## config.mk

```make
export PLATFORM = sky130hd
export DESIGN_NAME = dma_chnl_seq
export DESIGN_NICKNAME = d
export VERILOG_FILES = /design/src/rtl/dma_chnl_seq.sv
export SDC_FILE = /design/constraint.sdc
export NUM_CORES = 1
export LEC_CHECK = 0
export BUFFER_PORTS_ARGS = -buffer_cell sky130_fd_sc_hd__buf_4
export CAP_MARGIN = 20
export CORE_UTILIZATION = 50
export CTS_BUF_LIST = sky130_fd_sc_hd__clkbuf_8 sky130_fd_sc_hd__clkbuf_16
export CTS_CLUSTER_SIZE = 16
export DETAILED_ROUTE_END_ITERATION = 10
export GPL_TIMING_DRIVEN = 0
export PLACE_DENSITY = 0.74
export SYNTH_ARGS = -nofsm -noshare
export SYNTH_HDL_FRONTEND = slang
export SYNTH_SLANG_ARGS = --single-unit
```

## constraint.sdc

```tcl
create_clock -name clk -period 5.4 [get_ports clk]
set_clock_uncertainty 0.2 [all_clocks]
set_input_delay 1.62 -clock clk [delete_from_list [all_inputs] [get_ports clk]]
set_output_delay 1.62 -clock clk [all_outputs]
set_load 0.02 [all_outputs]
```

## src/rtl/dma_chnl_seq.sv

```systemverilog
// DMA channel sequencer: latches a descriptor on csr_run, issues csr_loop
// bursts at baddr + i*stride over a req/ack command port, limits the number
// of bursts in flight to OUTSTD and reports done/error/irq to the CSR file.
//
// state | meaning
// ------+-------------------------------------------------------------
// IDLE  | waiting for csr_run; csr_ready high
// ISSUE | issuing bursts while issued < loop and capacity is free
// DRAIN | all bursts issued (or engine error); waiting for outst == 0
module dma_chnl_seq #(
    parameter int OUTSTD = 4,
    parameter int AW     = 32
) (
    input  logic          clk,
    input  logic          rst_n,
    input  logic [AW-1:0] csr_baddr,
    input  logic [AW-1:0] csr_len,
    input  logic [31:0]   csr_loop,
    input  logic [AW-1:0] csr_stride,
    input  logic [3:0]    csr_chnl,
    input  logic          csr_run,
    input  logic          csr_irq_clr,
    output logic          csr_ready,
    output logic          csr_done,
    output logic [2:0]    csr_error,
    output logic          irq,
    output logic          burst_req,
    output logic [AW-1:0] burst_addr,
    output logic [AW-1:0] burst_len,
    output logic [3:0]    burst_chnl,
    input  logic          burst_ack,
    input  logic          burst_cmpl,
    input  logic          burst_err
);

    typedef enum logic [1:0] {
        IDLE  = 2'd0,
        ISSUE = 2'd1,
        DRAIN = 2'd2
    } state_t;

    localparam logic [3:0] OUTSTD_L = 4'(OUTSTD);

    state_t        state;
    logic [31:0]   issued;
    logic [31:0]   loop_q;
    logic [AW-1:0] stride_q;
    logic [3:0]    outst;

    logic          acc;
    logic          cmpl_v;
    logic          eng_err;
    logic          cfg_bad;
    logic          finishing;
    logic [3:0]    outst_nxt;
    logic [31:0]   issued_nxt;

    // Request is a pure decode of registered state so it drops on reset at once.
    assign burst_req = (state == ISSUE) && (issued < loop_q) && (outst < OUTSTD_L);
    assign csr_ready = (state == IDLE);
    assign irq       = csr_done;

    // Next-value decode for the burst/completion counters and the finish condition.
    always_comb begin
        acc        = burst_req & burst_ack;
        // A completion with nothing in flight (e.g. a stray one after reset) is dropped.
        cmpl_v     = burst_cmpl & (outst != 4'd0);
        eng_err    = cmpl_v & burst_err & (state != IDLE);
        cfg_bad    = (csr_len == '0) || (csr_loop == 32'd0);
        outst_nxt  = outst + 4'(acc) - 4'(cmpl_v);
        issued_nxt = issued + 32'(acc);
        finishing  = (state != IDLE) && (outst_nxt == 4'd0) &&
                     ((state == DRAIN) || eng_err || (issued_nxt == loop_q));
    end

    // Sequencer FSM with descriptor latch, counters and sticky status.
    always_ff @(posedge clk or negedge rst_n) begin
        if (!rst_n) begin
            state      <= IDLE;
            issued     <= 32'd0;
            loop_q     <= 32'd0;
            stride_q   <= '0;
            outst      <= 4'd0;
            burst_addr <= '0;
            burst_len  <= '0;
            burst_chnl <= 4'd0;
            csr_done   <= 1'b0;
            csr_error  <= 3'b000;
        end else begin
            case (state)
                IDLE: begin
                    if (csr_run) begin
                        loop_q     <= csr_loop;
                        stride_q   <= csr_stride;
                        burst_len  <= csr_len;
                        burst_chnl <= csr_chnl;
                        if (!cfg_bad) begin
                            state      <= ISSUE;
                            issued     <= 32'd0;
                            outst      <= 4'd0;
                            burst_addr <= csr_baddr;
                        end
                    end
                end
                ISSUE: begin
                    issued <= issued_nxt;
                    outst  <= outst_nxt;
                    if (acc) begin
                        burst_addr <= burst_addr + stride_q;
                    end
                    if (finishing) begin
                        state <= IDLE;
                    end else if (eng_err || (issued_nxt == loop_q)) begin
                        state <= DRAIN;
                    end
                end
                DRAIN: begin
                    outst <= outst_nxt;
                    if (finishing) begin
                        state <= IDLE;
                    end
                end
                default: state <= IDLE;
            endcase

            // An accepted run restarts the error record; otherwise errors accumulate.
            if ((state == IDLE) && csr_run) begin
                csr_error <= {2'b00, cfg_bad};
            end else begin
                csr_error <= csr_error |
                             {csr_run && (state != IDLE), eng_err, 1'b0};
            end

            // Done-set has priority over both the run clear and csr_irq_clr.
            if (((state == IDLE) && csr_run && cfg_bad) || finishing) begin
                csr_done <= 1'b1;
            end else if (((state == IDLE) && csr_run) || csr_irq_clr) begin
                csr_done <= 1'b0;
            end
        end
    end

endmodule
```

; Word level (Yosys, flattened, before mapping)
; Index checks and enable logic that the tools add are counted.
[word_totals]
rom_bits = 0
reg_bits = 174
inputBits = 139
ramBits = 0
latch_bits = 0
mem_count = 0
[op_classes]
eq_ne = 8
bitwise_logic = 5
mul = 0
muxes = 19
magnitude_cmp = 2
shift = 0
addsub = 4
reduce_logical = 28
n_div = 0
[op_table]
columns = op, n
row1 = 32-bit two-way mux, 5
row2 = 32-bit one-hot mux with 2 select lines, 2
row3 = 32-bit zero test, 2
row4 = 32-bit by 1-bit adder with 32-bit output, 1
row5 = 32-bit adder, 1
row6 = 32-bit equality test, 1
row7 = 32-bit < comparator, 1
row8 = 2-bit two-way mux, 5
row9 = 4-bit two-way mux, 2
row10 = 2-bit != test (second input constant), 4
row11 = 4-bit one-hot mux with 2 select lines, 1
row12 = 4-bit AND reduction, 2
row13 = 2-bit nonzero test, 4
row14 = 1-bit logical AND, 7
row15 = 1-bit logical OR, 6
row16 = 2-bit one-hot mux with 3 select lines, 1
row17 = 3-bit AND reduction, 2
row18 = 4-bit by 1-bit adder with 4-bit output, 1
row19 = 1-bit bitwise AND, 4
row20 = 4-bit zero test, 1
row21 = 4-bit by 3-bit < comparator with 1-bit output (second input constant), 1
row22 = 4-bit nonzero test, 1
row23 = 4-bit by 1-bit subtractor with 4-bit output, 1
row24 = 3-bit two-way mux, 1
row25 = 8 further kinds, 9

; Longest topological paths before layout
; Gate-level depths: netlist of run 1.
[logic_depth]
word_depth = 11
ltp_mapped = 21
mapped_depth_nobuf = 20

; Worst setup path after synthesis of run 1
; OpenSTA, ideal clock, no wires.
[synth_path]
path_type = reg-to-reg
from = register issued[4]
to = register state[1]
path_stages_with_launch = 21
path_buffers = 1
t_arrival_ns = 4.534
path_slack_ns = 0.545
period_less_slack_ns = 4.855
path_cell_list = dfrtp_1 -> ha_1 -> and4_1 -> a2111oi_0 -> o21ai_1 -> a221o_1 -> a211oi_1 -> o211ai_1 -> inv_1 -> ha_1 -> nand3_2 -> nor2_1 -> nand4_2 -> or2_0 -> buf_2 -> a211o_1 -> o211ai_2 -> o41ai_1 -> a41o_2 -> a32o_1 -> a22o_1
[synth_between]
elab_chain_len = 11
word_cells_on_any_way = 18
[synth_rtl]
columns = item, line_no
row1 = start: declaration, 45  ; logic [31:0] issued;
row2 = start signal: assignment, 106  ; issued <= issued_nxt;
row3 = branches (longest 11 deep; another with 32-bit < comparator), -
row4 = end signal: assignment, 79  ; state <= IDLE;
row5 = end signal: assignment, 98  ; state <= ISSUE;
row6 = end signal: assignment, 112  ; state <= IDLE;
row7 = end: declaration, 44  ; state_t state;
; Several ways; the timed one is not identified.
; A chain may end at the register's enable or synchronous reset.

; Worst setup path in the final report of run 1
[layout_path]
from = register issued[5]
to = register state[1]
; Same word-level chain as after synthesis.

==> results of run 1 <==
[routing by layer]
metal  GRT usage [%]  vias up  wire length [um]
met3            6.66       50              1970
met1            33.4     4589             12200
met5               0        -                 0
met4            10.7        0               765
li1                -     4467                 -
met2            47.8      293             14900
[cell type report]
type,count,area share [%]
plain buffers,46,1.44
clock buffers,17,3.13
clock inverters,14,1.13
inverters,58,1.60
multi-input cells,825,45.3
flip-flops and latches,174,32.0
well taps,275,2.53
repair buffers,228,12.8
[report_power, final]
part / internal, mW / switching, mW / total (mW)
clock: 0.653 / 0.586 / 1.24
sequential: 1.85 / 0.429 / 2.28
combinational: 2.15 / 2.71 / 4.86
total: 4.65 / 3.72 / 8.38
[critical path, cell delays in order (launching register included)]
cell	delay, ps
sky130_fd_sc_hd__dfrtp_2	410
sky130_fd_sc_hd__ha_1	320
sky130_fd_sc_hd__and4_1	200
sky130_fd_sc_hd__a2111oi_2	340
sky130_fd_sc_hd__o21ai_1	190
sky130_fd_sc_hd__a221o_1	390
sky130_fd_sc_hd__a211oi_2	290
sky130_fd_sc_hd__o211ai_1	250
sky130_fd_sc_hd__inv_2	190
sky130_fd_sc_hd__ha_4	180
sky130_fd_sc_hd__and3_4	230
sky130_fd_sc_hd__nand2b_4	50
sky130_fd_sc_hd__buf_6	140
sky130_fd_sc_hd__nor3_4	160
sky130_fd_sc_hd__and3_4	230
sky130_fd_sc_hd__xnor2_1	90
sky130_fd_sc_hd__or4_4	560
sky130_fd_sc_hd__nor3_4	140
sky130_fd_sc_hd__a41o_2	270
sky130_fd_sc_hd__o21ai_1	110
sky130_fd_sc_hd__a22o_1	230
[sequential cells by signal, indices dropped and copies added, names as in the netlist, named ones only]
signal and cells:
csr_done 1, burst_len 32, loop_q 32, stride_q 32, issued 32, outst 4
csr_error 2, burst_addr 32, burst_chnl 4, state 2
[per-stage QoR]
stage	std cells	setup slack [ps]	power [mW]	util, %
final	1637	111	8.38	64.7
after CTS	1634	12.1	8.36	64.3
after floorplan	1103	545	5.59	-
after global placement	1591	-570	6.92	60.4
after global routing	1637	-20.9	8.99	64.7
after detailed placement	1592	-573	7.05	60.6
[logic make-up after synthesis]
| group | count (synthesis) | synth area share, % |
|---|---|---|
| and+or+nand+nor | 291 | 13.2 |
| AOI/OAI and AO/OA | 264 | 15.1 |
| DFF | 174 | 40.5 |
| muxes | 125 | 12.8 |
| buffers and inverters | 104 | 3.85 |
| adders and majority gates | 74 | 8.75 |
| xor gates and xnor gates | 71 | 5.78 |
[what timing repair did]
item | 4_1_cts | 5_1_grt
gates resized for setup | 29 | 11
setup buffers | 11 | 3
cloned | 0 | 0
pin swaps | 11 | 11
endpoints found under the setup margin | 3 | 35
[layout by cell type (no fill, tap or decap), drive strengths merged, types with 8 or more instances in the layout]
cell type / netlist / final
a211oi: 8 / 8
a21o: 18 / 18
a21oi: 56 / 56
a31oi: 11 / 11
and3: 10 / 10
buf: 11 / 239
clkbuf: 35 / 52
dfrtp: 174 / 174
ha: 72 / 72
inv: 57 / 65
mux2: 102 / 102
mux2i: 23 / 23
nand2: 116 / 116
nand3: 21 / 21
nand4: 18 / 18
nor2: 51 / 51
nor3: 22 / 22
nor4: 21 / 21
o211ai: 11 / 11
o21ai: 100 / 100
o31ai: 14 / 14
xnor2: 49 / 49
xor2: 22 / 22
[worst paths after layout]
kind	slack, ps	depth (start not counted)	end
worst max-delay path	110	20	state[1]
worst min-delay path	290	1	csr_error[1]
worst max register to register	110	20	state[1]
worst min register to register	290	1	csr_error[1]
max in group asynchronous	3190	2	burst_addr[14]
min in group asynchronous	910	1	loop_q[9]
==> summary by stage, run 1 <==
Routing
In the routed layout, each cell is associated on average with a via count of 5.74. The DRC violation total after the first TritonRoute iteration is 532. Across all layers, the routed design uses 9399 vias. Once detail routing completed, the nets flagged for antenna violations numbered 0. The post-detailed-route wirelength per cell is 18.3 um. The final routed DRC violation total is 0.

The first TritonRoute pass finished after 7 iterations. The final routed wirelength across all metal layers is 29900 um.

Power
The peak supply drop is 0.370 mV. The leakage component of the power is 6.35 nW. Power spread over the standard cell area amounts to 616 mW/mm^2.

Place
The number of input and output port buffers inserted is 213. Summed over all nets, the half-perimeter wirelength after detailed placement is 22400 um. Routability-driven placement finished with a final weighted congestion of 0.938. The placed cell area is 0.0127 mm^2.

Timing
The worst slew margin relative to its limit is 40.7%. The maximum clock rate is 0.189 GHz. The worst hold slack is 294 ps. The final max-slew violation count is 0. The final hold violation count is 0.

The number of setup violations in the final report is 0. For the pin with the worst max-slew slack, the measured transition is 889 ps. Setup total negative slack on the finished layout was measured at 0 ps. The post-layout minimum cycle time is 5290 ps. The share of the clock period used by the worst path after layout is 97.9%.

Setup repair after global routing could not meet its margin everywhere.

Yosys
Summed over all instances, the cell type with the most area after synthesis is sky130_fd_sc_hd__dfrtp_1. The per-instance average area after synthesis is 9.75 um^2. Yosys mapped a number of flops with a built-in enable equal to 0.

The most used flip-flop cell after synthesis is sky130_fd_sc_hd__dfrtp_1. The count of yosys warnings during synthesis is 0. The area share of the largest cell type after synthesis is 40.5%. The proportion of register bits with asynchronous set or reset after synthesis is 100%. The count of mapped cells out of synthesis is 1103. Sequential elements use 40.5% of the synthesized area.

The synthesized netlist net count is 1316. After synthesis the cells add up to 0.0108 mm^2. Sorting the synthesized cells by area gives the leading types as sky130_fd_sc_hd__dfrtp_1 40%, sky130_fd_sc_hd__mux2_2 11%, sky130_fd_sc_hd__ha_1 8.4%. sky130_fd_sc_hd__dfrtp_1 is the most common cell in the netlist. Counting flops and latches in the post-synthesis netlist gives 174. The number of different library cells in the post-synthesis netlist is 73. By count the netlist is led by 174 x sky130_fd_sc_hd__dfrtp_1, 116 x sky130_fd_sc_hd__nand2_1, 102 x sky130_fd_sc_hd__mux2_2, 96 x sky130_fd_sc_hd__o21ai_0, 72 x sky130_fd_sc_hd__ha_1.

Clock network
For this design, the CTS-stage hold fixing added 0 buffers. The number of sinks driven by the clock tree is 174. The H-tree depth is 4. The buffer levels on the longest clock path is 2. Clock-pin slew was measured on the worst setup and hold paths at 80 ps. The clock latency of the later-clocked register in the worst-skew pair is 440 ps. The clock tree from TritonCTS is done. The root buffer cell chosen for the clock tree is sky130_fd_sc_hd__clkbuf_16. Counting the buffers created by CTS gives 17.

Critical path
Of all nets on the critical path, the largest fanout is 8. The critical path starts at issued[5]. The worst setup path is launched from a flop. The worst flop-to-flop path startpoint is issued[5].

Data arrives at the worst endpoint at 5410 ps. For the worst setup path, the data required time is 5520 ps. STA classifies the critical path endpoint as a flop. The critical setup path kind is flop to flop.

Floorplan
The initial utilization of the core area, before any placement, comes to 51.2%. The die is 149 um wide. The floorplan core area is 0.0210 mm^2. The height of the die is 149 um. The area of the die is 0.0221 mm^2. The boundary pin count is 214. After floorplanning, the core was divided into 53 placement rows.

Hold path
The worst min-delay path category is flop to flop. The hold path startpoint is csr_error[1].

GRT
The global router's overall resource usage is 27.7%. The global route total overflow is 0. The number of antenna violations at the first check in global routing is 0. The first global-routing pass estimated 47600 um of wire. The maximum number of pins on one net before global-route repair is 108. The via count of the first global-routing pass is 9396.

Final layout
After routing the design area is 0.0136 mm^2. In the final layout, the share of cells above drive strength 1 is 30.0%. The number of antenna diodes in the final layout is 0. Registers take 0.00436 mm^2. The filler cells instantiated in the layout total 1727. The number of nets at the end of the flow is 1563. Compared with the post-synthesis result, the final layout area differs by 26.4%. In the final layout, the multi-input gates occupy 0.00616 mm^2.

Run
The tool flagged a number of max-cap violations equal to 0.

Outcome
The flow ran to the end, and the final reports show no timing, DRC or antenna violations.
(Power assumes the default switching activity.)
==> inputs of run 2 (changes only) <==
--- a/config.mk
+++ b/config.mk
@@ -5,14 +5,17 @@
 export SDC_FILE = /design/constraint.sdc
 export NUM_CORES = 1
 export LEC_CHECK = 0
+export ABC_AREA = 1
 export BUFFER_PORTS_ARGS = -buffer_cell sky130_fd_sc_hd__buf_4
 export CAP_MARGIN = 20
+export CORE_MARGIN = 5
 export CORE_UTILIZATION = 50
 export CTS_BUF_LIST = sky130_fd_sc_hd__clkbuf_8 sky130_fd_sc_hd__clkbuf_16
 export CTS_CLUSTER_SIZE = 16
 export DETAILED_ROUTE_END_ITERATION = 10
+export GPL_ROUTABILITY_DRIVEN = 1
 export GPL_TIMING_DRIVEN = 0
-export PLACE_DENSITY = 0.74
+export PLACE_DENSITY = 0.73
 export SYNTH_ARGS = -nofsm -noshare
 export SYNTH_HDL_FRONTEND = slang
 export SYNTH_SLANG_ARGS = --single-unit
==> summary by stage, run 2 <==
Clock network
In this run, post-CTS repair resized a total of 0 instances. At the later pin of the worst-skew pair, clock insertion delay measures 440 ps. The H-tree was split into 4 levels. The hold buffer count at CTS is 0. The number of sinks driven by the clock tree is 174.

The buffer levels on the longest clock path is 2. The clock tree from TritonCTS is done. After clock tree synthesis, the clock-pin slew on the worst setup and hold paths is 80 ps. The tree is rooted in a sky130_fd_sc_hd__clkbuf_16. The post-CTS setup-driven buffer insertion count is 0.

The total clock buffers created by CTS is 17.

Final layout
The finished layout holds 2223 standard cells, fillers aside. At the end of the flow, the number of nets in the layout was 2138. The share of cells above drive strength 1 is 14.8%. From synthesis to final layout, the design area changed by 22.7%. The number of antenna diodes is 0. Once layout is complete, the utilization of the core stands at 62.6%. With fillers left out, the area of the finished cells amounts to 0.0142 mm^2. Leaving out fill and tap cells, the most frequent cell in the layout is sky130_fd_sc_hd__nand2_1.

The top cell types in the final layout, fill and taps aside, are 681 x sky130_fd_sc_hd__nand2_1, 213 x sky130_fd_sc_hd__buf_4, 177 x sky130_fd_sc_hd__inv_1.

Yosys
In the synthesized netlist, the number of instances is 1692. The proportion of register bits with asynchronous set or reset after synthesis is 100%. In this run, synthesis produced a sequential element count of 174. By area, the combinational part of the netlist is dominated by simple AND/OR/NAND/NOR gates. Summing the areas of all fa, ha and maj instances in the mapped netlist gives 8.12% of the synthesized area. After synthesis, flip-flops and latches occupy 37.6% of the total area.

The xor/xnor share of the synthesized area is 0.832%. sky130_fd_sc_hd__nand2_1 is the most common cell in the netlist. The share of cell area taken by muxes after synthesis is 0%. The synthesized netlist net count is 1905. The synthesized cell area is 0.0116 mm^2. Summed over its instances, the top area cell type makes up 37.6% of the synthesized netlist area. The biggest area consumer among synthesized cells is sky130_fd_sc_hd__dfrtp_1. The number of different library cells in the post-synthesis netlist is 41. By area the synthesized netlist is led by sky130_fd_sc_hd__dfrtp_1 38%, sky130_fd_sc_hd__nand2_1 22%, sky130_fd_sc_hd__ha_1 7.8%. The synthesized netlist devotes 9.57% of its cell area to compound gates. Yosys printed 0 warnings. The number of enable flip-flop cells after synthesis is 0. Counting instances in the post-synthesis netlist gives the leading cell types as 681 x sky130_fd_sc_hd__nand2_1, 177 x sky130_fd_sc_hd__inv_1, 174 x sky130_fd_sc_hd__dfrtp_1, 144 x sky130_fd_sc_hd__nand3_1, 111 x sky130_fd_sc_hd__nor2_1. For this run, the leading register cell type out of synthesis is sky130_fd_sc_hd__dfrtp_1. The area fraction in and, or, nand and nor cells after synthesis is 36.5%. Averaged over all synthesized cells, the footprint is 6.84 um^2.

Floorplan
The floorplan core area is 0.0227 mm^2. During I/O placement, the number of pins put on the boundary was 214. In this run the core area contains 55 standard-cell rows.

The initial utilization of the core area, before any placement, comes to 51.0%. The height of the die is 162 um. The die boundary width is 162 um. The area of the die is 0.0263 mm^2.

Critical path
The signal arrival time at the worst endpoint is 5050 ps. The number of buffers and inverters on the critical path is 1. STA classifies the critical path endpoint as a flop. The required time of the worst setup path is 5520 ps. The highest fanout seen on the critical path is 6.

STA classifies the critical path startpoint as a flop. On the worst path, the slowest cell contributes a delay of 500 ps. The critical setup path kind is flop to flop. Grouping stages by cell kind, the critical path spends the most delay in simple AND/OR/NAND/NOR gates. The largest individual stage delay along the critical path comes from the cell sky130_fd_sc_hd__nor2_1. Traced cell by cell, the critical path runs through ha_1 -> a21oi_1 -> o21ai_0 -> nand3_1 -> a21oi_1 -> o21ai_0 -> nand3_1 -> nand2_1 -> nand3_1 -> inv_1 -> ha_1 -> nand3_1 -> nor2_1 -> nand2_1 -> nand3_1 -> nand2_1 -> nor2_1 -> nand2_1 -> nor3_2 -> nand3_2 -> nand3_1 -> nand2_1 -> nand2_1 -> a21oi_1.

Routing
The via count normalized by instance count is 5.39. After the first detailed-routing iteration, the DRC count stood at 822. The routed layout has 11989 vias. The post-detailed-route wirelength per cell is 16.9 um.

The met2 wirelength from detailed routing is 17600 um. In this run the remaining antenna-violating nets after routing total 0. Routed signal wires occupy layers up through met4. The routed design has 37600 um of wire. For this run, design rule violations remaining after detail routing come to 0.

The first-pass detailed-route iteration total is 6. The met3 layer wire length in the routed design is 2450 um. For this block, wires on met1 add up to 15900 um.

Place
Port buffering added 213 buffers. The cell count after placement is 2191. At the end of routability-driven placement, the weighted congestion stood at 0.974. The final HPWL from detailed placement is 29500 um.

The placed cell area is 0.0136 mm^2.

GRT
The first-pass GRT wire length is 59800 um. The global route total overflow is 0. The via count of the first global-routing pass is 11709. In the global route stage, overall resource usage came out at 28.5%.

The number of antenna violations at the first check in global routing was 0. The maximum number of pins on one net before global-route repair is 94.

Timing
The worst slew margin relative to its limit is 41.0%. The share of the clock period used by the worst path after layout is 91.3%. Setup repair after global routing left no endpoint under its margin. For the pin with the worst max-slew slack, the measured transition is 884 ps.

After layout, the minimum clock period comes to 4930 ps. The tightest hold path in the finished design has a slack of 287 ps. The final max-slew violation count is 0. The final hold violation count is 0.

The number of setup violations in the final report is 0. The maximum clock rate is 0.203 GHz. Adding up every negative setup slack in the final design gives 0 ps.

Run
Max-cap violations in this run came to 0.

Power
Power spread over the standard cell area amounts to 593 mW/mm^2. The peak supply drop is 0.343 mV. The analysis attributes to cell leakage a power of 7.60 nW.

Hold path
The worst min-delay path category is flop to flop.

Outcome
The run finished with clean final reports.
-- run 2: worst reg2reg max path: cells and delay by family (launching register included) --
kind | cells | cell delay [ps]
adders and majority gates | 2 | 630
buffers and inverters | 1 | 190
DFF | 1 | 470
AOI/OAI and AO/OA | 5 | 680
and+or+nand+nor | 16 | 2670
-- run 2: final cells by class --
| type | count | area (um^2) |
|---|---|---|
| multi-input cells | 1294 | 6370 |
| flip-flops and latches | 174 | 4350 |
| repair buffers | 214 | 1630 |
| inverters | 178 | 668 |
| plain buffers | 46 | 188 |
| fillers | 2104 | 8490 |
| well taps | 285 | 357 |
| clock buffers | 17 | 425 |
| clock inverters | 15 | 218 |
-- run 2: through the flow --
step	setup slack, ps	power (mW)
global placement	564	6.93
detailed placement	529	7.03
finish	469	8.43
CTS	490	8.42
global route	142	9.14
floorplan	1700	5.36
-- run 2: path summary, 6_finish.rpt --
path,startpoint,endpoint,slack (ps),cells after the start
worst min register to register,burst_len[2],burst_len[2],290,2
worst max register to register,issued[1],state[1],470,24
min in group asynchronous,rst_n,loop_q[10],980,1
max in group asynchronous,rst_n,stride_q[14],3170,2
worst min-delay path,burst_len[2],burst_len[2],290,2
worst max-delay path,issued[1],state[1],470,24
-- run 2: metal layers --
metal	track usage (%)	up-vias
met2	46.4	414
met4	12.7	0
li1	-	5941
met3	5.10	90
met5	0	-
met1	37.4	5544
-- run 2: cell families (layout without fill, tap and decap cells) --
kind of cell | count (synthesis) | after routing
buffers and inverters | 224 | 470
XOR/XNOR | 11 | 11
adder cells (fa/ha/maj) | 74 | 74
flip-flops | 174 | 174
AO/OA/AOI/OAI | 199 | 199
AND/OR/NAND/NOR | 1010 | 1010
-- run 2: report_power, final --
part | internal [mW] | switching, mW
registers | 1.82 | 0.398
logic | 1.69 | 3.15
clock network | 0.717 | 0.648
total | 4.23 | 4.19
